==> src/rtl/bbox_pkg.sv <==
`default_nettype none
// ============================================================================
// Module      : bbox_pkg
// Description : Shared types, RGB565 colours and edge helpers for bbox_tracker.
// Revision    : 1.0  initial release
// ============================================================================
package bbox_pkg;

    localparam int C_COORD_W = 12;

    typedef logic [C_COORD_W-1:0] coord_t;
    typedef logic [15:0]          rgb565_t;

    localparam rgb565_t C_RGB565_RED   = 16'hF800;
    localparam rgb565_t C_RGB565_GREEN = 16'h07E0;
    localparam rgb565_t C_RGB565_WHITE = 16'hFFFF;

    function automatic logic rise_edge(input logic cur, input logic prev);
        return cur & ~prev;
    endfunction

    function automatic logic fall_edge(input logic cur, input logic prev);
        return ~cur & prev;
    endfunction

endpackage
`default_nettype wire

==> src/rtl/frame_xy_counter.sv <==
`default_nettype none
// ============================================================================
// Module      : frame_xy_counter
// Description : vsync/href edge detection and saturating x/y pixel position.
// Revision    : 1.0  initial release
// ============================================================================
module frame_xy_counter
    import bbox_pkg::*;
#(
    parameter int IMG_W = 640,
    parameter int IMG_H = 480,
    parameter int CW    = 12
) (
    input  logic          clk,
    input  logic          rst,
    input  logic          vsync,
    input  logic          href,
    input  logic          clken,
    output logic [CW-1:0] x,
    output logic [CW-1:0] y,
    output logic          vs_rise,
    output logic          href_fall,
    output logic          in_active
);

    localparam logic [CW-1:0] C_X_LAST = CW'(IMG_W - 1);
    localparam logic [CW-1:0] C_Y_LAST = CW'(IMG_H - 1);

    logic          r_vsync_d1;
    logic          r_href_d1;
    logic [CW-1:0] r_x;
    logic [CW-1:0] r_y;

    assign vs_rise   = rise_edge(vsync, r_vsync_d1);
    assign href_fall = fall_edge(href, r_href_d1);
    assign in_active = clken & href;
    assign x         = r_x;
    assign y         = r_y;

    // x/y hold the position of the pixel currently on the input bus.
    always_ff @(posedge clk) begin
        if (rst) begin
            r_vsync_d1 <= 1'b0;
            r_href_d1  <= 1'b0;
            r_x        <= '0;
            r_y        <= '0;
        end else begin
            r_vsync_d1 <= vsync;
            r_href_d1  <= href;

            if (vs_rise || href_fall)
                r_x <= '0;
            else if (in_active && (r_x != C_X_LAST))
                r_x <= r_x + 1'b1;

            if (vs_rise)
                r_y <= '0;
            else if (href_fall && (r_y != C_Y_LAST))
                r_y <= r_y + 1'b1;
        end
    end

endmodule
`default_nettype wire

==> src/rtl/bbox_tracker.sv <==
`default_nettype none
// ============================================================================
// Module      : bbox_tracker
// Description : Per-frame foreground bounding box with threshold and overlay.
// Revision    : 1.0  initial release
// ============================================================================
module bbox_tracker
    import bbox_pkg::*;
#(
    parameter int          IMG_W     = 640,
    parameter int          IMG_H     = 480,
    parameter int          CW        = 12,
    parameter int          PCW       = 20,
    parameter int          MIN_PIX   = 64,
    parameter logic [15:0] BOX_COLOR = 16'hF800
) (
    input  logic           clk,
    input  logic           rst,
    input  logic           per_frame_vsync,
    input  logic           per_frame_href,
    input  logic           per_frame_clken,
    input  logic           per_img_bit,
    output logic           post_frame_vsync,
    output logic           post_frame_href,
    output logic           post_frame_clken,
    output logic [15:0]    post_img,
    output logic [CW-1:0]  x_min,
    output logic [CW-1:0]  x_max,
    output logic [CW-1:0]  y_min,
    output logic [CW-1:0]  y_max,
    output logic [PCW-1:0] pix_cnt,
    output logic           box_valid,
    output logic           frame_done
);

    localparam logic [CW-1:0]  C_X_LAST  = CW'(IMG_W - 1);
    localparam logic [CW-1:0]  C_Y_LAST  = CW'(IMG_H - 1);
    localparam logic [PCW-1:0] C_CNT_MAX = '1;
    localparam logic [PCW-1:0] C_MIN_PIX = PCW'(MIN_PIX);

    logic [CW-1:0] w_x;
    logic [CW-1:0] w_y;
    logic          w_vs_rise;
    logic          w_href_fall;
    logic          w_in_active;
    logic          w_fg;
    logic          w_x_in;
    logic          w_y_in;
    logic          w_on_perim;

    logic [CW-1:0]  r_acc_xmin, r_acc_xmax, r_acc_ymin, r_acc_ymax;
    logic [PCW-1:0] r_acc_cnt;
    logic [CW-1:0]  r_x_min, r_x_max, r_y_min, r_y_max;
    logic [PCW-1:0] r_pix_cnt;
    logic           r_box_valid;
    logic           r_frame_done;
    logic           r_post_vsync, r_post_href, r_post_clken;
    rgb565_t        r_post_img;

    frame_xy_counter #(
        .IMG_W (IMG_W),
        .IMG_H (IMG_H),
        .CW    (CW)
    ) u_xy (
        .clk       (clk),
        .rst       (rst),
        .vsync     (per_frame_vsync),
        .href      (per_frame_href),
        .clken     (per_frame_clken),
        .x         (w_x),
        .y         (w_y),
        .vs_rise   (w_vs_rise),
        .href_fall (w_href_fall),
        .in_active (w_in_active)
    );

    // A foreground pixel landing on the frame boundary belongs to blanking.
    assign w_fg       = w_in_active & per_img_bit & ~w_vs_rise;
    assign w_x_in     = (w_x >= r_x_min) && (w_x <= r_x_max);
    assign w_y_in     = (w_y >= r_y_min) && (w_y <= r_y_max);
    assign w_on_perim = (((w_x == r_x_min) || (w_x == r_x_max)) && w_y_in) ||
                        (((w_y == r_y_min) || (w_y == r_y_max)) && w_x_in);

    always_ff @(posedge clk) begin
        if (rst) begin
            r_acc_xmin   <= C_X_LAST;
            r_acc_xmax   <= '0;
            r_acc_ymin   <= C_Y_LAST;
            r_acc_ymax   <= '0;
            r_acc_cnt    <= '0;
            r_x_min      <= C_X_LAST;
            r_x_max      <= '0;
            r_y_min      <= C_Y_LAST;
            r_y_max      <= '0;
            r_pix_cnt    <= '0;
            r_box_valid  <= 1'b0;
            r_frame_done <= 1'b0;
        end else begin
            r_frame_done <= w_vs_rise;
            if (w_vs_rise) begin
                r_pix_cnt <= r_acc_cnt;
                if (r_acc_cnt >= C_MIN_PIX) begin
                    r_x_min     <= r_acc_xmin;
                    r_x_max     <= r_acc_xmax;
                    r_y_min     <= r_acc_ymin;
                    r_y_max     <= r_acc_ymax;
                    r_box_valid <= 1'b1;
                end else begin
                    r_box_valid <= 1'b0;
                end
                r_acc_xmin <= C_X_LAST;
                r_acc_xmax <= '0;
                r_acc_ymin <= C_Y_LAST;
                r_acc_ymax <= '0;
                r_acc_cnt  <= '0;
            end else if (w_fg) begin
                if (w_x < r_acc_xmin) r_acc_xmin <= w_x;
                if (w_x > r_acc_xmax) r_acc_xmax <= w_x;
                if (w_y < r_acc_ymin) r_acc_ymin <= w_y;
                if (w_y > r_acc_ymax) r_acc_ymax <= w_y;
                if (r_acc_cnt != C_CNT_MAX) r_acc_cnt <= r_acc_cnt + 1'b1;
            end
        end
    end

    // The overlay always compares against the box latched at the previous boundary.
    always_ff @(posedge clk) begin
        if (rst) begin
            r_post_vsync <= 1'b0;
            r_post_href  <= 1'b0;
            r_post_clken <= 1'b0;
            r_post_img   <= '0;
        end else begin
            r_post_vsync <= per_frame_vsync;
            r_post_href  <= per_frame_href;
            r_post_clken <= per_frame_clken;
            if (r_box_valid && w_in_active && w_on_perim)
                r_post_img <= BOX_COLOR;
            else if (per_frame_href)
                r_post_img <= {16{per_img_bit}};
            else
                r_post_img <= '0;
        end
    end

    assign post_frame_vsync = r_post_vsync;
    assign post_frame_href  = r_post_href;
    assign post_frame_clken = r_post_clken;
    assign post_img         = r_post_img;
    assign x_min            = r_x_min;
    assign x_max            = r_x_max;
    assign y_min            = r_y_min;
    assign y_max            = r_y_max;
    assign pix_cnt          = r_pix_cnt;
    assign box_valid        = r_box_valid;
    assign frame_done       = r_frame_done;

endmodule
`default_nettype wire
==> config.mk <==
export PLATFORM = sky130hd
export DESIGN_NAME = bbox_tracker
export DESIGN_NICKNAME = d
export VERILOG_FILES = /design/src/rtl/bbox_pkg.sv /design/src/rtl/frame_xy_counter.sv /design/src/rtl/bbox_tracker.sv
export SDC_FILE = /design/constraint.sdc
export NUM_CORES = 1
export LEC_CHECK = 0
export CORE_MARGIN = 10
export CORE_UTILIZATION = 45
export CTS_BUF_LIST = sky130_fd_sc_hd__clkbuf_8 sky130_fd_sc_hd__clkbuf_16
export DETAILED_ROUTE_END_ITERATION = 10
export PLACE_DENSITY_LB_ADDON = 0.2
export SLEW_MARGIN = 20
export SYNTH_ARGS = -nofsm -noshare
export SYNTH_HDL_FRONTEND = slang
export SYNTH_SLANG_ARGS = --single-unit
==> constraint.sdc <==
create_clock -name clk -period 2.4 [get_ports clk]
set_input_delay 0.48 -clock clk [delete_from_list [all_inputs] [get_ports clk]]
set_output_delay 0.48 -clock clk [all_outputs]
set_load 0.05 [all_outputs]
# Yosys cells after proc, flatten, opt, wreduce, memory -nomap -nowiden
# Index checks and enable logic that the tools add are counted.
[op_classes]
muxes = 3
addsub = 3
reduce_logical = 21
eq_ne = 7
bitwise_logic = 8
magnitude_cmp = 9
[ops]
columns = ["operator", "count"]
rows = [
  ["$eq 12x12->1", 4],
  ["$mux 16", 2],
  ["$add 12x1->12 const B", 2],
  ["$ge 12x12->1", 2],
  ["$gt 12x12->1", 2],
  ["$le 12x12->1", 2],
  ["$lt 12x12->1", 2],
  ["$add 20x1->20 const B", 1],
  ["$ge 20x7->1 const B", 1],
  ["$ne 20x20->1 const B", 1],
  ["$ne 12x10->1 const B", 1],
  ["$ne 12x9->1 const B", 1],
  ["$reduce_and 2->1", 6],
  ["$logic_and 1x1->1", 8],
  ["$and 1x1->1", 5],
  ["$logic_or 1x1->1", 4],
  ["$reduce_or 2->1", 2],
  ["$not 1->1", 3],
  ["$reduce_or 3->1", 1],
  ["$mux 1", 1],
]
[word_totals]
input_bits = 6
register_bits = 171
out_inout_bits = 89
word_cells = 70

# Logic depth before layout (Yosys ltp)
# Gate-level depths: netlist of the first run.
[depth]
ltp_word = 6
ltp_mapped = 9
mapped_depth_nobuf = 8

# Hierarchy
# A second synthesis of the first run with hierarchy kept.
[hier_totals]
cells_unflattened = 1036
area_unflattened_um2 = 8938.6
[modules_own_cells]
columns = ["module", "area_each_um2", "cells_each", "n_inst", "seq_area_each_um2"]
rows = [
  ["bbox_tracker", 7648.6, 889, 1, 2862.7],
  ["frame_xy_counter", 1290.0, 147, 1, 520.5],
]

# Worst setup path before layout of the first run
# OpenSTA, ideal clock, no wires.
[synth_path]
kind = "register -> register"
start = "register r_y_min[9] (netlist: y_min[9])"
end = "register r_post_img[14] (netlist: post_img[14])"
setup_ns = 0.131
stages_incl_launch_ff = 9
t_arrival_ns = 2.065
path_buffers = 0
required_ns = 2.269
setup_slack_ns = 0.204
period_less_slack_ns = 2.196
path_cell_list = "dfxtp_1 inv_1 ha_1 a211oi_1 nor2_1 or3_1 o32ai_1 o32a_1 o31ai_1"
[synth_between]
elab_chain_cells = 6
word_cells_on_any_way = 9
cone_classes = "order compare: 1; eq/ne: 1; mux: 1; reduce/logical: 6"
[synth_lines]
columns = ["element", "line", "text"]
rows = [
  ["from (decl)", "bbox_tracker.sv:53", "logic [CW-1:0] r_x_min, r_x_max, r_y_min, r_y_max;"],
  ["from (signal assigned)", "bbox_tracker.sv:105", "r_y_min <= r_acc_ymin;"],
  ["$ge 12x12->1 or $eq 12x12->1 (tied branches)", "bbox_tracker.sv:80, bbox_tracker.sv:82", ""],
  ["$logic_and 1x1->1 or $logic_or 1x1->1 (tied branches)", "bbox_tracker.sv:80, bbox_tracker.sv:82", ""],
  ["$logic_and 1x1->1, on equally long branches", "bbox_tracker.sv:81, bbox_tracker.sv:82", ""],
  ["$logic_or 1x1->1 (*)", "bbox_tracker.sv:81", "assign w_on_perim = (((w_x == r_x_min) || (w_x == r_x_max)) && w_y_in) ||"],
  ["$logic_and 1x1->1 (*)", "bbox_tracker.sv:137", "if (r_box_valid && w_in_active && w_on_perim)"],
  ["$mux 16 (*)", "bbox_tracker.sv:137", ""],
  ["to (signal assigned)", "bbox_tracker.sv:140", "r_post_img <= {16{per_img_bit}};"],
  ["to (decl)", "bbox_tracker.sv:58", "rgb565_t r_post_img;"],
]
# Every way passes the cells marked *; elsewhere a longest branch is shown, timed or not.
# A chain may end at the register's enable or synchronous reset.

# Final worst setup path of the first run
[layout_path]
start = "register post_img[0] (netlist name)"
end = "output port post_img[5]"
[layout_rtl]
columns = ["element", "line", "text"]
rows = [
  ["to (decl)", "bbox_tracker.sv:26", "output logic [15:0] post_img,"],
]
# No word-level cell between the ends.

==> metrics.md, run 1 <==
| Metric | Value |
|---|---|
| Largest net degree at the start of global routing | 36 |
| Global placer's final weighted congestion | around 0.84 |
| Post-CTS Setup Repair Bufs | 0 |
| # diodes | 0 |
| Met1 Wirelength | 11,510 um |
| Reg2reg start | u_xy.x[6] |
| Worst slew margin | 0.6370 |
| Slew at the pin closest to its max-slew limit | between 0.5 and 0.6 ns |
| # nets final | about 1,300 |
| DP HPWL | around 17,000 um |
| Clock Root Buffer | clkbuf_16 |
| # clock sinks | approximately 170 |
| Placed Instance Area | approximately 10,000 um2 |
| Ys Warns | 0 |
| Register bit count reported by yosys | around 170 |
| Metal3 WL | about 1000 um |
| Combinational fraction of design power | 0.053 |
| Core Util, Final | 0.5671 |
| Vias in the first global route | between 7,000 and 8,000 |
| CTS tree | built |
| Synth Cell Area | between 8000 and 9000 um2 |
| Number of iterations in the first detailed-routing pass | 5 |
| Pins Over Slew Limit | 0 |
| Crit path launch type | flop |
| Max Used Layer | met4 |
| Initial antenna violation count | 0 |
| Fin. Hold Viols | 0 |
| Hold Crit Depth | 2 |
| Share of layout cells above drive strength 1 | 0.1009 |
| Crit-path cells | clkdlybuf4s50_1 |
| Switching Fraction | 0.2482 |
| WS Path Type | reg -> out |
| Starting Density | 0.4562 |
| Hold EP | u_xy.r_vsync_d1 |
| Hold_sp | rst |
| H-tree Lvls | 4 |
| Sum Neg Setup Slack | 0 ns |
| Final setup fails | 0 |
| Die W | approximately 160 um |
| Fmax | approximately 440 MHz |
| Core Area | 19,400 um2 |
| Critical path's largest stage delay | between 0.8 and 0.9 ns |
| Netlist cell types | 52 |
| Cells on worst reg2reg path | 7 |
| Final worst clock skew | 0.01246 ns |
| 1st-iter DRT viols | 390 |
| Hold Path Class | in -> reg |
| Worst R2R Setup Slack | ~0.17 ns |
| P_int | approximately 4200 uW |
| DRC | 0 |
| Sequential area share after synthesis | 0.3778 |
| Row cnt | 51 |
| # port buffers | 94 |
| Power Density | between 500 and 600 nW/um2 |
| Slack of the critical path | ~0.13 ns |
| Area of the die | 25,680 um2 |
| Clock buffer count from CTS | 17 |
| Post-synthesis cell count | just over 1,000 |
| Critical-path maximum fanout | 11 |
| Critical Path RT | around 1.9 ns |
| Post-synth EDFFs | 0 |
| Arrival @ worst endpoint | ~1.8 ns |
| Crit. End Element | primary output |
| Worst reg2reg path endpoint | r_acc_xmin[4] |
| Total number of vias | 7,404 |
| Via density | approximately 5 |
| Post-route minimum period | about 2.3 ns |
| Avg WL per Cell | 15.74 um |
| Clk buf depth | 2 |
| Pleak | about 0.0046 uW |
| Final design area excluding fillers | 11,000 um2 |
| Overflow after GRT | 0 |
| Crit path buffers/inverters | 1 |
| RSZ-0062 raised after global routing | no |
| Crit-path leading delay family | buffers and inverters |
| Status | finished clean |
| Drt total wl | 22,730 um |
| GRT Total Usage | 0.1799 |
| Fill cells | 1,810 |
| ANT nets after route | 0 |
| Global-route wire length before repair | a little under 40,000 um |
| Slowest stage cell, crit path | clkdlybuf4s50_1 |
| Clock group share of total power | 0.452 |
| Hold slack final | about 0.37 ns |
| Layout area overhead | 24.32% |
| I/O pins | between 90 and 100 |
| Psw | ~1400 uW |
| Worst-path clk slew | ~0.070 ns |
| Synth Net Count | approximately 1,100 |
| Syn avg cell area | 8.526 um2 |
| Dpl ws | 0.02785 ns |
| Clock Latency Late Sink | 0.43 ns |
| Period utilization | 0.9452 |
| Max Cap Viol | 0 |
| Seq pwr share | 0.495 |
| Met2 routed WL | 9853 um |
| Die height | between 150 and 200 um |
| Post-synth ARST share | 0 |
| Most common flop cell mapped by yosys | dfxtp_1 |
| Worst vdd ir | approximately 0.00052 V |
metal layers:
| metal | vias to the layer above | track usage |
|---|---|---|
| met1 | 3458 | 0.2456 |
| met3 | 23 | 0.04319 |
| li1 | 3794 | - |
| met5 | - | 0 |
| met4 | 0 | 0.05676 |
| met2 | 129 | 0.2733 |
power groups by stage:
| stage | Clock [uW] | Combinational (uW) | Sequential [uW] |
|---|---|---|---|
| 4_1_cts | 2600 | 299 | 2800 |
| 3_5_place_dp | 0 | 298 | 2860 |
| 5_1_grt | 2720 | 320 | 2800 |
| 6_report | 2550 | 297 | 2800 |
| 2_1_floorplan | 0 | 170 | 2880 |
| 3_3_place_gp | 0 | 296 | 2860 |
worst max-delay path by stage:
stage | from | endpoint | slack (ns) | cells after the start
after floorplan | y_min[9] | post_img[14] | 0.20 | 8
after global placement | per_img_bit | r_acc_cnt[8] | 0.03 | 9
after detailed placement | per_frame_href | r_acc_xmin[4] | 0.03 | 8
after CTS | post_img[0] | post_img[8] | 0.09 | 1
after global routing | u_xy.y[10] | post_img[14] | 0.0002 | 9
final | post_img[0] | post_img[5] | 0.13 | 1
cell families after synthesis:
kind of cell	Yosys count	synth area share
buffers and inverters	155	0.07408
adder cells (fa/ha/maj)	98	0.1386
XOR/XNOR	37	0.03662
AO/OA/AOI/OAI	158	0.1227
multiplexers	50	0.05655
AND/OR/NAND/NOR	373	0.1937
flip-flops	167	0.3778
placed cells by master (no fill, tap or decap), types with 11 or more instances in the layout:
| cell | instances |
|---|---|
| dfxtp_1 | 167 |
| nand2_1 | 147 |
| inv_1 | 102 |
| nor2_1 | 98 |
| ha_1 | 98 |
| clkdlybuf4s50_1 | 93 |
| buf_4 | 62 |
| a21oi_1 | 58 |
| mux2i_1 | 50 |
| nand4_1 | 31 |
| xor2_1 | 23 |
| nand3_1 | 21 |
| a22o_1 | 20 |
| a21o_1 | 18 |
| clkbuf_16 | 17 |
| a211o_1 | 16 |
| nor2b_1 | 14 |
| xnor2_1 | 14 |
| o21ai_0 | 13 |
| nor3_1 | 11 |
through the flow:
step	total power, uW	std cells
after floorplan	3045	1038
after global placement	3155	1413
after detailed placement	3158	1413
after CTS	5693	1444
after global routing	5838	1444
final	5647	1444
state kept, by name, indices dropped and copies added (netlist names), 2 cells and up:
name	cells
post_img	2
u_xy.x	12
r_acc_xmin	12
pix_cnt	20
r_acc_xmax	12
x_max	12
y_max	12
r_acc_ymin	12
r_acc_ymax	12
y_min	12
u_xy.y	12
x_min	12
r_acc_cnt	20
synthesized netlist by cell type, types with 8 or more instances:
master / number / share of area
xnor2_1: 14 / 0.014
nor2b_1: 14 / 0.0099
a211o_1: 16 / 0.016
inv_1: 102 / 0.043
nor3_1: 12 / 0.0068
o21ai_0: 13 / 0.0074
ha_1: 98 / 0.14
dfxtp_1: 167 / 0.38
buf_4: 14 / 0.012
nand2_1: 147 / 0.062
nand3_1: 21 / 0.012
a22o_1: 20 / 0.020
nand4_1: 31 / 0.022
nor4_1: 8 / 0.0057
clkbuf_1: 33 / 0.014
mux2i_1: 50 / 0.057
a21oi_1: 58 / 0.033
and3_1: 9 / 0.0064
nor2_1: 99 / 0.042
a21o_1: 18 / 0.015
xor2_1: 23 / 0.023
what timing repair did:
| action | CTS | global route |
|---|---|---|
| setup endpoints to repair | 0 | 1 |
| gates resized for setup | 0 | 1 |
| hold buffers | 0 | 0 |
area by class of cell:
class                           instances  area [um2]  share of cell area
Clock buffer                           18       439.2             0.03992
Clock inverter                         13       96.34            0.008757
Inverter                              102       382.9             0.03480
Multi-Input combinational cell        716        4867              0.4424
Sequential cell                       167        3343              0.3039
Tap cell                              265       331.6             0.03014
Timing Repair Buffer                  163        1541              0.1401
No activity file was read; power rests on OpenSTA's default activity.
==> inputs of run 2 (changes only) <==
- ABC_CLOCK_PERIOD_IN_PS: unset -> 2400
- CORE_UTILIZATION: 45 -> 57
==> metrics.md, run 2 (synthesis results as in run 1) <==
| Metric | Value |
|---|---|
| Status | finished clean |
| Share of layout cells above drive strength 1 | 0.09083 |
| Slowest stage cell, crit path | dfxtp_1 |
| DRC | 0 |
| Clock Root Buffer | clkbuf_16 |
| Slew at the pin closest to its max-slew limit | 0.5585 ns |
| RSZ-0062 raised after global routing | no |
| # port buffers | 94 |
| Crit. End Element | flop |
| Met1 Wirelength | ~10,000 um |
| GRT Total Usage | 0.2115 |
| Clk buf depth | 2 |
| Total number of vias | around 7,600 |
| P_int | between 4000 and 5000 uW |
| Pleak | 0.004552 uW |
| # clock sinks | roughly 170 |
| Post-route minimum period | between 2 and 2.5 ns |
| I/O pins | 95 |
| ANT nets after route | 0 |
| Crit-path cells | ha_1, nand4_1, nor3_1, buf_4, or3_1, o32ai_1, o32a_1, o21ba_2 |
| CTS tree | built |
| Commonest cells after routing, fill and taps aside | 166 x dfxtp_1, 147 x nand2_1, 103 x inv_1, 98 x nor2_1, 98 x ha_1 |
| Max Used Layer | met4 |
| Fmax | 433.5 MHz |
| Final worst clock skew | 0.008975 ns |
| Crit-path leading delay family | compound AO/OA/AOI/OAI gates |
| Via density | about 5.6 |
| Core Util, Final | 0.7095 |
| Commonest non-fill, non-tap cell in the layout | dfxtp_1 |
| Worst-path clk slew | roughly 0.06 ns |
| Area of the die | roughly 21,000 um2 |
| Drt total wl | around 22,000 um |
| Layout area overhead | 21.89% |
| 1st-iter DRT viols | between 300 and 400 |
| Hold Path Class | in -> reg |
| # nets final | approximately 1,300 |
| Critical path's largest stage delay | 0.49 ns |
| Switching Fraction | 0.2409 |
| Vias in the first global route | ~7,000 |
| Overflow after GRT | 0 |
| Row cnt | 45 |
| Global placer's final weighted congestion | 0.8653 |
| Global-route wire length before repair | between 30,000 and 40,000 um |
| Sum Neg Setup Slack | 0 ns |
| Period utilization | 0.9612 |
| Clock group share of total power | 0.462 |
| Number of iterations in the first detailed-routing pass | 5 |
| Max Cap Viol | 0 |
| Core Area | approximately 15,000 um2 |
| Combinational fraction of design power | 0.048 |
| Power Density | between 500 and 600 nW/um2 |
| Initial antenna violation count | 0 |
| WS Path Type | reg -> reg |
| Fin. Hold Viols | 0 |
| Worst slew margin | 0.6265 |
| Final setup fails | 0 |
| Critical Path RT | between 2 and 3 ns |
| DP HPWL | between 15,000 and 20,000 um |
| Die height | around 140 um |
| Met2 routed WL | around 9600 um |
| Pins Over Slew Limit | 0 |
| Crit path buffers/inverters | 1 |
| Hold Buf Count CTS | 0 |
| Seq pwr share | 0.490 |
| Clock buffer count from CTS | 17 |
| Worst vdd ir | approximately 0.00053 V |
| Metal3 WL | roughly 1600 um |
| # diodes | 0 |
| Largest net degree at the start of global routing | 66 |
| Critical-path maximum fanout | 5 |
| H-tree Lvls | 4 |
| Die W | approximately 140 um |
| Arrival @ worst endpoint | between 2 and 3 ns |
| Avg WL per Cell | 16.18 um |
| Crit path launch type | flop |
| Clock Latency Late Sink | between 0.4 and 0.5 ns |
| Starting Density | 0.5821 |
| Psw | ~1400 uW |
run 2: power by group through the flow:
stage	Clock [uW]	Sequential, uW	Combinational [uW]
2_1_floorplan	0	2880	170
3_3_place_gp	0	2860	272
3_5_place_dp	0	2860	275
4_1_cts	2670	2800	277
5_1_grt	2780	2800	296
6_report	2640	2800	277
run 2: final timing paths:
kind,startpoint,to,slack [ns],cells past startpoint
min reg2reg,y_max[9],y_max[9],0.47,2
max reg2reg,u_xy.y[5],post_img[0],0.09,8
min,rst,post_frame_clken,0.45,2
max,u_xy.y[5],post_img[0],0.09,8
run 2: cell type report:
type,count,area (um2)
Clock inverter,13,121.4
Fill cell,1201,4415
Multi-Input combinational cell,716,4862
Clock buffer,18,439.2
Inverter,102,382.9
Timing Repair Buffer,151,1401
Tap cell,188,235.2
Sequential cell,167,3344
run 2: worst reg2reg max path, cell delays in order, from the launching register on:
cell     delay [ns]
dfxtp_1        0.49
ha_1           0.31
nand4_1        0.13
nor3_1         0.07
buf_4          0.15
or3_1          0.40
o32ai_1        0.31
o32a_1         0.23
o21ba_2        0.16
run 2: per-stage QoR:
stage / instances / area [um2] / power [uW] / hold slack, ns / setup slack, ns
2_1_floorplan: 1038 / 8850 / 3045 / 0.4452 / 0.2037
3_3_place_gp: 1324 / 10220 / 3131 / 0.4597 / 0.06082
3_5_place_dp: 1324 / 10220 / 3134 / 0.4640 / 0.02958
4_1_cts: 1355 / 10790 / 5747 / 0.4435 / 0.09962
5_1_grt: 1355 / 10790 / 5871 / 0.4602 / 0.002651
6_report: 1355 / 10790 / 5712 / 0.4465 / 0.09322
run 2: layer usage:
metal / vias up / GRT usage
met4: 0 / 0.06223
met5: - / 0
met1: 3549 / 0.2849
met2: 226 / 0.3230
li1: 3765 / -
met3: 31 / 0.05707
run 2: what timing repair did:
item	CTS	global route
buffers inserted	0	0
endpoints found under the setup margin	0	4
gates resized for setup	0	1
